$ cat src/rtl/reg_file_mp.sv
// reg_file_mp: parametrised multi-read-port register file for the MIPS datapath.
// After reset the array is swept one entry per clock to its init value
// (INIT_MODE 0 = zeros, 1 = entry index). The file only accepts writes
// once the sweep is done, which is signalled by ready.
//
// Handshake: ready is a registered level. A write (RegWrite=1) is accepted
// on a rising edge only while ready=1. A write while ready=0 is dropped and
// flagged on wr_drop for the following cycle. A write to register 0 while
// ready=1 is dropped and flagged on err_zero_wr for the following cycle.
// There is no backpressure beyond that: writers are expected to watch ready.
//
// Optional feature macro: REGFILE_BYPASS_EN adds write-first forwarding
// from the write port to every read port that addresses the same register.
module reg_file_mp #(
  parameter int DATA_W    = 32,
  parameter int ADDR_W    = 5,
  parameter int NUM_RD    = 2,
  parameter int INIT_MODE = 1
) (
  input  logic                     clk,
  input  logic                     rst,
  input  logic                     RegWrite,
  input  logic [ADDR_W-1:0]        write_reg,
  input  logic [DATA_W-1:0]        write_data,
  input  logic [NUM_RD*ADDR_W-1:0] read_reg,
  output logic [NUM_RD*DATA_W-1:0] read_data,
  output logic                     ready,
  output logic                     err_zero_wr,
  output logic                     wr_drop
);

  localparam int DEPTH = 2 ** ADDR_W;

  typedef enum logic [1:0] {
    CLEAR = 2'b00,
    IDLE  = 2'b01
  } state_t;

  state_t              state;
  logic [ADDR_W-1:0]   ptr;
  logic [DATA_W-1:0]   mem [DEPTH];

  logic                wr_en;
  logic [ADDR_W-1:0]   wr_addr;
  logic [DATA_W-1:0]   wr_data;

  // Value loaded into an entry during the clear sweep; entry 0 is 0 either way.
  function automatic logic [DATA_W-1:0] init_val(input logic [ADDR_W-1:0] idx);
    if (INIT_MODE == 1) return DATA_W'(idx);
    else                return '0;
  endfunction

  // Control FSM: sweep pointer, ready level and the two error pulses.
  always_ff @(posedge clk) begin
    if (rst) begin
      state       <= CLEAR;
      ptr         <= '0;
      ready       <= 1'b0;
      err_zero_wr <= 1'b0;
      wr_drop     <= 1'b0;
    end else begin
      err_zero_wr <= 1'b0;
      wr_drop     <= 1'b0;
      unique case (state)
        CLEAR: begin
          wr_drop <= RegWrite;
          ptr     <= ptr + 1'b1;
          if (ptr == '1) begin
            state <= IDLE;
            ready <= 1'b1;
          end
        end
        IDLE: begin
          err_zero_wr <= RegWrite && (write_reg == '0);
        end
        default: begin
          state <= CLEAR;
          ptr   <= '0;
          ready <= 1'b0;
        end
      endcase
    end
  end

  // Select the single array write of this cycle: sweep entry or accepted write.
  always_comb begin
    wr_en   = 1'b0;
    wr_addr = write_reg;
    wr_data = write_data;
    if (!rst) begin
      if (state == CLEAR) begin
        wr_en   = 1'b1;
        wr_addr = ptr;
        wr_data = init_val(ptr);
      end else if (state == IDLE && RegWrite && write_reg != '0) begin
        wr_en = 1'b1;
      end
    end
  end

  // Storage array; no reset, contents are defined by the sweep.
  always_ff @(posedge clk) begin
    if (wr_en) mem[wr_addr] <= wr_data;
  end

  // Combinational read ports: zero while not ready and for register 0.
  for (genvar k = 0; k < NUM_RD; k++) begin : g_rd
    logic [ADDR_W-1:0] ra;
    logic [DATA_W-1:0] rd;
    assign ra = read_reg[k*ADDR_W +: ADDR_W];

    // Per-port read mux with optional write-first forwarding.
    always_comb begin
      rd = '0;
      if (ready && ra != '0) begin
        rd = mem[ra];
`ifdef REGFILE_BYPASS_EN
        if (RegWrite && write_reg == ra) rd = write_data;
`else
`endif
      end
    end

    assign read_data[k*DATA_W +: DATA_W] = rd;
  end

endmodule
$ cat config.mk
export PLATFORM = sky130hd
export DESIGN_NAME = reg_file_mp
export DESIGN_NICKNAME = d
export VERILOG_FILES = /design/src/rtl/reg_file_mp.sv
export SDC_FILE = /design/constraint.sdc
export NUM_CORES = 1
export LEC_CHECK = 0
export CAP_MARGIN = 10
export CORE_ASPECT_RATIO = 0.5
export CORE_UTILIZATION = 30
export CTS_CLUSTER_SIZE = 20
export DETAILED_ROUTE_END_ITERATION = 8
export MAX_ROUTING_LAYER = met4
export SETUP_SLACK_MARGIN = 0.15
export SYNTH_ARGS = -nofsm -noshare
export SYNTH_HDL_FRONTEND = slang
export SYNTH_SLANG_ARGS = --single-unit
export TNS_END_PERCENT = 5
$ cat constraint.sdc
create_clock -name clk -period 7.8 [get_ports clk]
set_clock_uncertainty 0.1 [all_clocks]
set_input_delay 0.78 -clock clk [delete_from_list [all_inputs] [get_ports clk]]
set_output_delay 0.78 -clock clk [all_outputs]
set_load 0.05 [all_outputs]
==> qor.csv <==
stage,metric,value,unit
cells_and_area,Layout area overhead,14.9,%
die,die area,0.163,sq mm
global_route,"Remaining Overflow, GRT",0,
worst_setup_path,Worst Setup SP,read_reg[4],
detailed_routing,vias per cell,5.83,
global_route,initial antenna violation count,7,
yosys,synthesized area per cell,16.5,sq um
die,io pins,117,
timing,Setup Viol. Count Final,0,
yosys,Synth Register Bits,1032,
yosys,top post-synthesis cells by area,"edfxtp_1, mux4_2, mux2i_1",
yosys,Synth Flop Type,edfxtp_1,
worst_hold_path,Worst Hold Class,register to register,
place,Port Buffer Count,116,
yosys,Synth top area share,0.636,
yosys,"EDFF count, synth",1024,
worst_setup_path,CP arrival,4.69,ns
worst_setup_path,crit path kind,primary input to output port,
timing,"Min Clock Period, post-route",5.57,ns
place,Final GP Congestion,0.856,
cells_and_area,FILL cells,14800,
yosys,mapped cell area,0.0483,sq mm
pwr,Power per Cell Area,216,mW/mm^2
worst_setup_path,r2r setup slk,3.52,ns
yosys,most frequent cell after synthesis,edfxtp_1,
detailed_routing,Vias,30700,
timing,RSZ-0062 raised after global routing,false,
worst_setup_path,startpoint types,primary input,
outcome,outcome,"complete, no violations",
detailed_routing,First-pass DRT Iterations,6,
clock_network,worst skew pair latency,0.66,ns
worst_setup_path,RR Endpoint,mem[22][15]$_DFFE_PP_,
yosys,ys async rst share,0,
detailed_routing,"antenna viol nets, final",0,
detailed_routing,Post-route DRC,0,
timing,Fmax achieved,0.180,GHz
worst_setup_path,Reg-to-Reg Start,state[0]$_SDFFE_PP0P_,
pwr,Worst VDD drop,158,uV
global_route,number of global-route vias before repair,30100,
yosys,synth cell count leaders,"edfxtp_1, mux2i_1, mux4_2, a22oi_1, nand3_1",
timing,period utilization,0.714,
detailed_routing,drt total wl,165000,um
cells_and_area,register area,0.0309,sq mm
worst_hold_path,Hold Path End,ptr[4]$_SDFFE_PP0N_,
global_route,global-route wire length before repair,229000,um
clock_network,CTS max path bufs,3,
clock_network,CTS sink count,1032,
die,row count,103,
cells_and_area,area of the multi-input gates,0.0166,sq mm
yosys,register area share after synthesis,0.640,
cells_and_area,nets,3068,
worst_setup_path,Crit Path Max Fanout,13,
worst_setup_path,worst reg-to-reg path cell count,6,
yosys,syn nets,2981,
global_route,Global Route Usage Sum,0.203,
clock_network,CTS Hold Buffers Added,0,
clock_network,CTS HTree Levels,3,
timing,final setup TNS,0,ns
yosys,count of cell types in the netlist,46,
worst_setup_path,worst path required time,6.92,ns
clock_network,CTS Buf Count,104,
clock_network,post-CTS sizing,0,
yosys,cell taking the most area after synthesis,edfxtp_1,
global_route,largest net degree at the start of global routing,94,
timing,Final Max Slew Viols,0,
flow_run,max-cap violations,0,
clock_network,CTS tree,yes,
worst_hold_path,Hold Path Origin,ptr[4]$_SDFFE_PP0N_,
clock_network,clk slew on worst S/H paths,0.05,ns
detailed_routing,Iteration-0 DRC Markers,4271,
clock_network,Setup Buffers After CTS,0,
timing,Worst-Margin Slew,1.33,ns
worst_hold_path,hold depth,2,
timing,"Hold Violations, Final",0,
pwr,Leak,18.4,nW
yosys,Yosys warning count,0,
die,Die Ht,286,um
cells_and_area,share of cells above drive strength 1,0.186,
worst_setup_path,Setup crit end kind,output port,
timing,max_slew headroom,0.112,
die,total core area,0.159,sq mm
die,Initial Utilization,0.304,
yosys,Mapped Cells,2929,
place,DP Wirelength,97300,um
clock_network,CTS Root Cell,clkbuf_16,
detailed_routing,routed wire length per instance,31.3,um
die,Die X,570,um
cells_and_area,final core utilization,0.349,
## power by group
| group | total [mW] | internal, mW | switching (mW) |
|---|---|---|---|
| clock | 4.93 | 2.76 | 2.17 |
| sequential | 6.18 | 6.16 | 0.0220 |
| combinational | 0.849 | 0.305 | 0.544 |
| total | 12.0 | 9.23 | 2.74 |
## cell type report
class                      count  share of cell area
antenna                        3            0.000135
clock buffer                 117              0.0481
clock inverter                74              0.0114
multi-input combinational   1663               0.299
sequential                  1032               0.557
tap                         2152              0.0485
timing repair buffer         215              0.0363
## layer usage
| layer | part of all wire | wire [um] | global-route usage |
|---|---|---|---|
| met5 | 0 | 0 | - |
| met3 | 0.12 | 19000 | 0.0428 |
| met2 | 0.46 | 75600 | 0.312 |
| met1 | 0.39 | 64400 | 0.267 |
| met4 | 0.034 | 5610 | 0.0653 |
## kinds of logic (layout without fill, tap and decap cells)
family / count (synthesis) / count (layout) / share of synthesized area
AO/OA/AOI/OAI: 395 / 395 / 0.0558
XOR/XNOR: 3 / 3 / 0.000544
adder cells (fa/ha/maj): 2 / 2 / 0.000518
buffers and inverters: 234 / 406 / 0.0258
flip-flops: 1032 / 1032 / 0.640
multiplexers: 781 / 781 / 0.228
other: 0 / 3 / 0
AND/OR/NAND/NOR: 482 / 482 / 0.0500
## worst max-delay path: stages
cell and delay (ns):
clkdlybuf4s50_1 0.65, nor3b_2 0.93, and2_1 0.65, buf_4 0.41
nand2_1 0.10, nand4_1 0.25, clkdlybuf4s50_1 0.88
## how the worst max path moves through the flow
stage | endpoint | cells after the start
3_3_place_gp | read_data[10] | 7
2_1_floorplan | mem[17][0]$_DFFE_PP_ | 5
4_1_cts | read_data[11] | 7
5_1_grt | read_data[11] | 7
6_report | read_data[11] | 7
3_5_place_dp | read_data[11] | 7
## sequential cells by signal, summed over array words and instances (netlist names)
name	flops
ptr	5
err_zero_wr	1
state	1
mem	1024
wr_drop	1
## per-stage QoR
stage          cells  hold WS (ns)  setup slack [ns]  area, sq um  power [mW]
5_1_grt         5255         0.559              2.20        55500        12.2
2_1_floorplan   2929         0.445              4.26        48300        6.84
3_3_place_gp    5058         0.481              2.29        52100        7.11
6_report        5256         0.509              2.23        55500        12.0
3_5_place_dp    5058         0.508              2.31        52100        7.13
4_1_cts         5249         0.517              2.31        55400        12.0
## layout by cell type, fill, tap and decap left out, types with 18 or more instances in the layout
master / netlist / routed
edfxtp_1: 1024 / 1024
mux2i_1: 520 / 520
mux4_2: 254 / 254
a22oi_1: 175 / 175
nand3_1: 151 / 149
nand2_1: 139 / 139
clkdlybuf4s50_1: 0 / 110
a21oi_1: 108 / 108
clkbuf_16: 0 / 107
buf_4: 34 / 94
nand4_1: 64 / 64
a31oi_1: 52 / 52
a22o_1: 51 / 51
nor2_4: 1 / 37
clkinv_1: 0 / 32
and2_1: 34 / 30
clkinv_2: 0 / 18
(Power assumes the default switching activity.)
==> RTL edit, RTL diff (same settings) <==
Change the parameter `INIT_MODE` from 1 to 0. Comments in the files are not updated.
--- a/src/rtl/reg_file_mp.sv
+++ b/src/rtl/reg_file_mp.sv
@@ -17,3 +17,3 @@
   parameter int NUM_RD    = 2,
-  parameter int INIT_MODE = 1
+  parameter int INIT_MODE = 0
 ) (
Formal check against the unedited RTL: same outputs for any inputs over 4 cycles, from zero or initial values and one cycle with rst high; that may be too few to reach the edited logic, so the function may still have changed.
==> RTL edit against the original RTL <==
Sequential cell count stayed put; synthesized area is 0.10% lower; via count hardly changed; first-iteration DRC count is 6.1% higher; synthesized cell count is 0.92% lower; wire length is 1.9% higher; power is 1.2% higher; final area is 0.15% higher; worst setup slack better by 140 ps; critical path type unchanged; critical endpoint is now read_data[9]; largest power group unchanged.
==> RTL edit: results (changes against the original RTL) <==
outcome:
  status: "finished clean"
layout:
  n_fill_cell: 14928  # +0.97%
  areaGrowthSynthToFinish_pct: 15.15
  multi_input_area_um2: 16520  # -0.32%
  seq_cells: 1032  # unchanged
  finalNetCount: 3039  # -0.95%
  final-clk-cell-share: 0.06174  # +0.002227
  buffers: 212  # -1.4%
  drive_gt1_frac: 0.1853  # -0.001086
  area_share_nonclk_buffers: 0.03637  # about the same
  multi_input_cells: 1637  # -1.6%
grt:
  use_met3: 0.02975  # -0.01304
  grt_use_total: 0.2063  # +0.003573
  grt_pass1_wl_mm: 230.7  # +0.93%
  met2_usage: 0.3159  # +0.003576
  globalRouteMet1Util: 0.2792  # +0.01207
  grt_max_degree: 118  # +26%
routing:
  first_iter_violations: 4530  # +6.1%
  first_pass_iters: 5  # -1
  wl_per_cell_um: 32.05  # +2.3%
synth:
  yosysTopAreaCellShare: 0.6369  # +0.0006431
  synth_area_leaders: "edfxtp_1, mux4_2, mux2i_1"
  netlist_top_cells_count: "edfxtp_1, mux2i_1, mux4_2, a22oi_1, nand3_1"
  yosysSeqAreaShare: 0.6402  # +0.0006465
power:
  p_leak_nw: 18.46  # +0.13%
  ir_drop_mv: 0.1699  # +7.5%
  internal_power_mw: 9.374  # +1.6%
critical_path:
  r2r_cells: 7  # +1
  crit_end: "read_data[9]"
  critPathMaxFanout: 35  # +22
  critical-path-max-stage-delay_ps: 900  # -30 ps
  startpoint: "read_reg[0]"
  crit_slowest_cell: "clkdlybuf4s50_1"
place:
  gp_congestion: 0.8441  # -1.4%
  dp_hpwl_mm: 97.27  # about the same
  place_area_um2: 52090  # about the same
sta:
  max-slew-margin-rel: 0.1211  # +0.009549
  holdWs_ps: 478.0  # -31.17 ps
clock_network:
  clock_latency_ps: 680  # +20 ps
RTL edit: through the flow:
step | util | std cells | setup slack (ps)
finish | 0.3501 | 5233 | 2375
global route | 0.3501 | 5229 | 2297
CTS | 0.3497 | 5226 | 2381
detailed placement | 0.3281 | 5031 | 2390
global placement | 0.3281 | 5031 | 2417
floorplan | - | 2902 | 4213
RTL edit: cells by family after synthesis:
logic type,Yosys count,synth area share
flip-flops,1032,0.6402
AND/OR/NAND/NOR,459,0.04862
multiplexers,778,0.2267
XOR/XNOR,3,0.0005444
adder cells (fa/ha/maj),2,0.0005183
buffers and inverters,233,0.02576
AO/OA/AOI/OAI,395,0.05756
RTL edit: worst register-to-register path, cell delays in order, from the launching register on:
cell     delay, ps
dfxtp_1        550
buf_4          380
or2_2          660
buf_4          410
mux2i_1        350
nand2_1        290
nor2_4         990
buf_4          470
RTL edit: routing by layer:
metal / vias to the layer above / share of wire
li1: 12182 / -
met1: 16053 / 0.40
met2: 2036 / 0.46
met3: 375 / 0.10
met4: 0 / 0.038
met5: - / 0
